==> src/rtl/program_counter_if.sv <==
// Fetch-side bus between the program counter and its controller.
// The controller (master) supplies redirect and halt requests; the
// program counter (slave) returns the registered fetch address and enable.
interface program_counter_if #(
   parameter int ADDR_W = 32
);
   logic [ADDR_W-1:0] new_pc;
   logic              change_pc;
   logic              halt;
   logic [ADDR_W-1:0] instr_addr;
   logic              instr_fetch_en;

   modport master (
      output new_pc,
      output change_pc,
      output halt,
      input  instr_addr,
      input  instr_fetch_en
   );

   modport slave (
      input  new_pc,
      input  change_pc,
      input  halt,
      output instr_addr,
      output instr_fetch_en
   );
endinterface

==> src/rtl/program_counter.sv <==
// Program counter and instruction-fetch request generator for the vcpu1
// fetch stage. Steps by INCR bytes per fetched address, redirects to
// new_pc on change_pc, and freezes on the next unfetched address while
// halt is high. Both outputs are plain registers.
module program_counter #(
   parameter int                ADDR_W     = 32,
   parameter logic [ADDR_W-1:0] RESET_ADDR = '0,
   parameter int                INCR       = 4
) (
   input  logic               clk,
   input  logic               rst_n,
   program_counter_if.slave   pc_bus
);

   localparam logic [ADDR_W-1:0] INCR_V = ADDR_W'(INCR);

   logic [ADDR_W-1:0] addr_q;
   logic              fetch_en_q;
   logic [ADDR_W-1:0] next_seq;

   // Next sequential address: only advance past an address once it has
   // actually been presented with fetch enable high, so nothing is skipped.
   always_comb begin
      next_seq = addr_q;
      if (fetch_en_q) begin
         next_seq = addr_q + INCR_V;
      end
   end

   // Address/enable register: redirect beats halt beats sequential fetch.
   // A redirect taken while halted lands the target but waits for halt to drop.
   always_ff @(posedge clk or negedge rst_n) begin
      if (!rst_n) begin
         addr_q     <= RESET_ADDR;
         fetch_en_q <= 1'b0;
      end else if (pc_bus.change_pc) begin
         addr_q     <= pc_bus.new_pc;
         fetch_en_q <= ~pc_bus.halt;
      end else if (pc_bus.halt) begin
         addr_q     <= next_seq;
         fetch_en_q <= 1'b0;
      end else begin
         addr_q     <= next_seq;
         fetch_en_q <= 1'b1;
      end
   end

   assign pc_bus.instr_addr     = addr_q;
   assign pc_bus.instr_fetch_en = fetch_en_q;

endmodule

==> src/flat_wrapper.sv <==
// flat-port wrapper written by rule: the top's interface ports become plain ports
module program_counter_flat 
#(
   parameter int                ADDR_W     = 32,
   parameter logic [ADDR_W-1:0] RESET_ADDR = '0,
   parameter int                INCR       = 4
)
  (clk, rst_n, pc_bus_new_pc, pc_bus_change_pc, pc_bus_halt, pc_bus_instr_addr, pc_bus_instr_fetch_en);
  program_counter_if #(.ADDR_W(ADDR_W)) pc_bus_i ();
  input  logic clk;
  input  logic rst_n;
  input wire logic [$bits(pc_bus_i.new_pc)-1:0] pc_bus_new_pc;
  input wire logic [$bits(pc_bus_i.change_pc)-1:0] pc_bus_change_pc;
  input wire logic [$bits(pc_bus_i.halt)-1:0] pc_bus_halt;
  output wire logic [$bits(pc_bus_i.instr_addr)-1:0] pc_bus_instr_addr;
  output wire logic [$bits(pc_bus_i.instr_fetch_en)-1:0] pc_bus_instr_fetch_en;
  assign pc_bus_i.new_pc = pc_bus_new_pc;
  assign pc_bus_i.change_pc = pc_bus_change_pc;
  assign pc_bus_i.halt = pc_bus_halt;
  assign pc_bus_instr_addr = pc_bus_i.instr_addr;
  assign pc_bus_instr_fetch_en = pc_bus_i.instr_fetch_en;
  program_counter #(.ADDR_W(ADDR_W), .RESET_ADDR(RESET_ADDR), .INCR(INCR)) u_core (.clk(clk), .rst_n(rst_n), .pc_bus(pc_bus_i));
endmodule
==> config.mk <==
export PLATFORM = sky130hd
export DESIGN_NAME = program_counter_flat
export DESIGN_NICKNAME = d
export VERILOG_FILES = /design/src/rtl/program_counter_if.sv /design/src/rtl/program_counter.sv /design/src/flat_wrapper.sv
export SDC_FILE = /design/constraint.sdc
export NUM_CORES = 1
export LEC_CHECK = 0
export CAP_MARGIN = 20
export CORE_MARGIN = 3
export CORE_UTILIZATION = 60
export CTS_CLUSTER_SIZE = 20
export DETAILED_ROUTE_END_ITERATION = 16
export DONT_BUFFER_PORTS = 1
export GPL_TIMING_DRIVEN = 0
export PLACE_DENSITY = 0.8
export SKIP_LAST_GASP = 1
export SYNTH_ARGS = -nofsm -noshare
export SYNTH_HDL_FRONTEND = slang
export SYNTH_SLANG_ARGS = --single-unit
==> constraint.sdc <==
create_clock -name clk -period 2.35 [get_ports clk]
set_clock_uncertainty 0.2 [all_clocks]
set_input_delay 0.47 -clock clk [delete_from_list [all_inputs] [get_ports clk]]
set_output_delay 0.47 -clock clk [all_outputs]
set_load 0.005 [all_outputs]
Word level (Yosys, flattened, before mapping) --
Index checks and enable logic that the tools add are counted. Widths: inputs -> output; s select.
Word-level totals: register bits after elaboration 33, bits of input ports 36, output and inout bits 33, word-level logic and storage cells 9
Cells by class: mux-type cells 4, $add $sub $neg 1, reductions and logical operators 1, bitwise gates (word level) 1
Operators by type and width (number):
- $mux 32 | 2
- $add 32x3->32 const B | 1
- $mux 1 | 2
- $reduce_bool 2->1 | 1
- $not 1->1 | 1

Depth between registers and ports, before layout --
depth after elaboration 3, mapped depth 6, depth with buffers taken out 5

Worst setup path after synthesis --
No wires, ideal clock.
path kind reg-to-reg, start point register u_core.addr_q[2], in the netlist u_core.pc_bus.instr_addr[2], end point register u_core.addr_q[24], in the netlist u_core.pc_bus.instr_addr[24], stages on the path, launching flop included 7, buffers on the path 1, arrival time 1.702 ns, clock period less this slack 1.984 ns, setup time 0.082 ns, required time 2.068 ns, slack 0.366 ns, cells stage by stage dfrtp_1 -> ha_1 -> nand4_1 -> nand4b_2 -> buf_6 -> or3_1 -> a31oi_1
On the way: cells in the longest elaborated chain, start to end 3
Ends and longest elaborated chain:
- start, declared | RTL line program_counter.sv:17 | logic [ADDR_W-1:0] addr_q;
- start signal, assigned | RTL line program_counter.sv:37 | addr_q <= pc_bus.new_pc;
- start signal, assigned | RTL line program_counter.sv:40 | addr_q <= next_seq;
- start signal, assigned | RTL line program_counter.sv:43 | addr_q <= next_seq;
- $add 32x3->32 | RTL line program_counter.sv:26 | next_seq = addr_q + INCR_V;
- $mux 32 | RTL line program_counter.sv:25 | if (fetch_en_q) begin
- $mux 32 | RTL line program_counter.sv:36 | end else if (pc_bus.change_pc) begin
No other way between the ends. The select of a mux whose other input is x is not followed. A chain may end at the register's enable or synchronous reset.

Final worst setup path --
start point register u_core.addr_q[6], in the netlist u_core.pc_bus.instr_addr[6], end point register u_core.addr_q[31], in the netlist u_core.pc_bus.instr_addr[31]
The elaborated chain is that of the path after synthesis.

==> summary.txt <==
Critical path
  • CP Class: flop to flop
  • Crit path buffers/inverters: 1
  • Worst path top cell family by delay: simple AND/OR/NAND/NOR gates
  • CP required: roughly 2.4 ns
  • R2R setup slack: approximately 0.18 ns
  • Worst R2R End: u_core.pc_bus.instr_addr[31]$_DFFE_PN0N_
  • Data arrival, critical path: about 2.3 ns
  • CP startpoint kind: flop
  • Slowest CP cell: or4_1
  • Worst-path maximum fanout: 7
  • Crit path cell chain: and4_1 > clkbuf_1 > nand3_1 > or4_1 > a31oi_1
  • Worst stage delay on the critical path: between 0.5 and 0.6 ns
  • Critical Path End Type: flop
  • Worst reg2reg startpoint: u_core.pc_bus.instr_addr[6]$_DFFE_PN0N_
  • R2R depth: 5

Logic synthesis
  • Cell accounting for the most synthesized area: dfrtp_1
  • Yosys synthesis warning count: 0
  • Synthesized netlist cell count: ~210
  • Synth Flop Type: dfrtp_1
  • Synth async-reset ratio: 100%
  • FF+latch count, synth: 33
  • Syn Nets: around 250
  • Yosys cell types: 31
  • Syn_area_per_cell: 8.91 um^2
  • Area share of the largest cell type after synthesis: 44.6%
  • Post-synth EDFFs: 0
  • Post-synth top cells: 33 x dfrtp_1, 27 x nand2_1, 22 x o21ai_0
  • Most instantiated library cell after synthesis: dfrtp_1
  • Syn Std Cell Area: 0.00185 mm^2
  • Register area share after synthesis: around 45%
  • Synth top area cells: dfrtp_1 45%, o21ai_0 5.9%, nand2_1 5.5%, a31oi_1 4.7%, nand4_1 4.7%

Global routing
  • First-pass GRT wire length: 7.49 mm
  • GRT Overall Usage: 26.9%
  • Overflow after GRT: 0
  • Vias in the first global route: around 1700
  • Initial antenna violation count: 0
  • Maximum number of pins on one net before global-route repair: 34

Cells and area
  • Ant. Diodes: 0
  • Synthesis-to-layout area growth: 9.59%
  • Proportion of layout cells with a drive suffix above 1: around a tenth
  • Layout Nets: about 260
  • Util after Layout: roughly 71%
  • FILL cells: 239
  • Post-route insts no fill: around 250

Job
  • Max Cap Viol: 0

Timing
  • Setup TNS Final: 0 ns
  • Final Cycle Share: 92.5%
  • Setup Viol. Count Final: 0
  • Max Fclk: ~0.46 GHz
  • Slew @ Worst Pin: around 0.52 ns
  • RSZ-0062 raised after global routing: false
  • Slew HR: 65.6%
  • Worst hold margin: 0.0349 ns
  • Hold violation count in the final report: 0
  • Final Max Slew Viols: 0
  • Min Tclk post-route: between 2 and 2.5 ns
  • Final worst slack: about 0.18 ns

Outcome
  • Status: finished, final reports clean

Placement
  • Pre-CTS WS: 0.0864 ns
  • Routability cong.: a little under 0.9
  • Port Buffers: 0
  • Placed cells: 239
  • Dpl hpwl: 3.38 mm

Power and ir drop
  • Power Density: about 650 mW/mm^2
  • Worst vdd ir: 0.431 mV
  • Leak Pwr: 0.000788 uW

Drt
  • DR pass1 iterations: 4
  • Total number of vias: roughly 1700
  • Vias per inst: approximately 6.6
  • Antenna Nets Post-Route: 0
  • Routed len/inst: approximately 19 um
  • Drt drc: 0
  • Initial DRC count: around 170
  • Routed WL: 4.68 mm

Floorplanning
  • Io pins: approximately 70
  • Die X: around 62 um
  • Chip height: between 60 and 70 um
  • Initial Util: approximately two thirds
  • Die area: ~0.0038 mm^2
  • # rows: 19
  • Core area: 0.00285 mm^2

Clocking
  • CTS root buf: clkbuf_4
  • Maximum buffer depth of the clock tree: 2
  • CTS clk-pin slew, worst paths: between 0.1 and 0.15 ns
  • Clock Sink Count: 33
  • CTS H-tree depth: 2
  • TritonCTS clock tree: built
  • Post-CTS sizing: 0
  • CTS buffer count: 5
  • Clk_lat worst skew: 0.35 ns

Min path
  • Hold Path Depth: 2
  • Hold crit path type: primary input to flop
  • Hold EP: u_core.pc_bus.instr_addr[2]$_DFFE_PN0N_
  • Hold Startpoint: pc_bus_new_pc[2]
[metal layers]
metal	wire (um)	global-route usage, %
met2	2360	45.3
met3	449	8.60
met5	0	0
met4	90	10.6
met1	1780	31.6
[worst max path at each step]
stage                                                  startpoint                                  endpoint  slack [ns]  cells after the start
final                     u_core.pc_bus.instr_addr[6]$_DFFE_PN0N_  u_core.pc_bus.instr_addr[31]$_DFFE_PN0N_        0.18                      5
after global routing      u_core.pc_bus.instr_addr[2]$_DFFE_PN0N_  u_core.pc_bus.instr_addr[24]$_DFFE_PN0N_        0.02                      6
after CTS                 u_core.pc_bus.instr_addr[2]$_DFFE_PN0N_  u_core.pc_bus.instr_addr[28]$_DFFE_PN0N_        0.05                      5
after detailed placement  u_core.pc_bus.instr_addr[2]$_DFFE_PN0N_  u_core.pc_bus.instr_addr[24]$_DFFE_PN0N_        0.09                      6
after global placement    u_core.pc_bus.instr_addr[2]$_DFFE_PN0N_  u_core.pc_bus.instr_addr[24]$_DFFE_PN0N_        0.14                      6
after floorplan           u_core.pc_bus.instr_addr[2]$_DFFE_PN0N_  u_core.pc_bus.instr_addr[24]$_DFFE_PN0N_        0.37                      6
[area by class of cell]
class / count / area [um^2] / area share, %
well taps: 31 / 38.8 / 1.91
repair buffers: 5 / 55.1 / 2.71
multi-input cells: 159 / 955 / 47.0
plain buffers: 13 / 61.3 / 3.02
clock buffers: 5 / 37.5 / 1.85
inverters: 3 / 11.3 / 0.555
clock inverters: 3 / 46.3 / 2.28
flip-flops and latches: 33 / 826 / 40.7
[flip-flops by register name, summed over array words and instances, names as in the netlist]
register / flops
u_core.pc_bus.instr_fetch_en: 1
u_core.pc_bus.instr_addr: 32
[per-stage QoR]
step	area [um^2]	total power, uW
after floorplan	1850	812
final	2030	1320
after global placement	1890	850
after CTS	2020	1320
after global routing	2030	1390
after detailed placement	1890	865
[cells in the final DEF, fill, tap and decap left out, drive strengths merged, types with 2 or more instances in the layout]
cell type    netlist  layout
or3                5       5
and3               6       6
nand4             14      14
o41ai              2       2
a31oi             14      14
buf                5       8
xor2               9       9
dfrtp             33      33
nand3              6       6
inv                3       3
or4                6       6
dlygate4sd3        0       2
clkbuf             8      13
o21ai             22      22
o31ai              4       4
nor2              18      18
nand2             27      27
and4               4       4
mux2               3       3
xnor2              6       6
nor3               3       3
nand4b             3       3
[kinds of logic after synthesis]
family / count (synthesis) / share of synthesized area (%)
simple gates: 96 / 27.7
buf+inv: 16 / 3.92
xor+xnor: 15 / 7.09
mux: 4 / 2.36
flops: 33 / 44.6
compound gates: 43 / 13.7
fa+ha+maj: 1 / 0.675
[timing repair]
item	4_1_cts	5_1_grt
endpoints found under the hold margin	34	0
endpoints found under the setup margin	0	5
hold buffers	3	0
setup buffers	0	2
[power by group]
| part | switching (uW) | internal (uW) |
|---|---|---|
| combinational | 91.1 | 71.4 |
| clock | 219 | 225 |
| sequential | 90.3 | 621 |
Power figures use the tool's default switching activity.
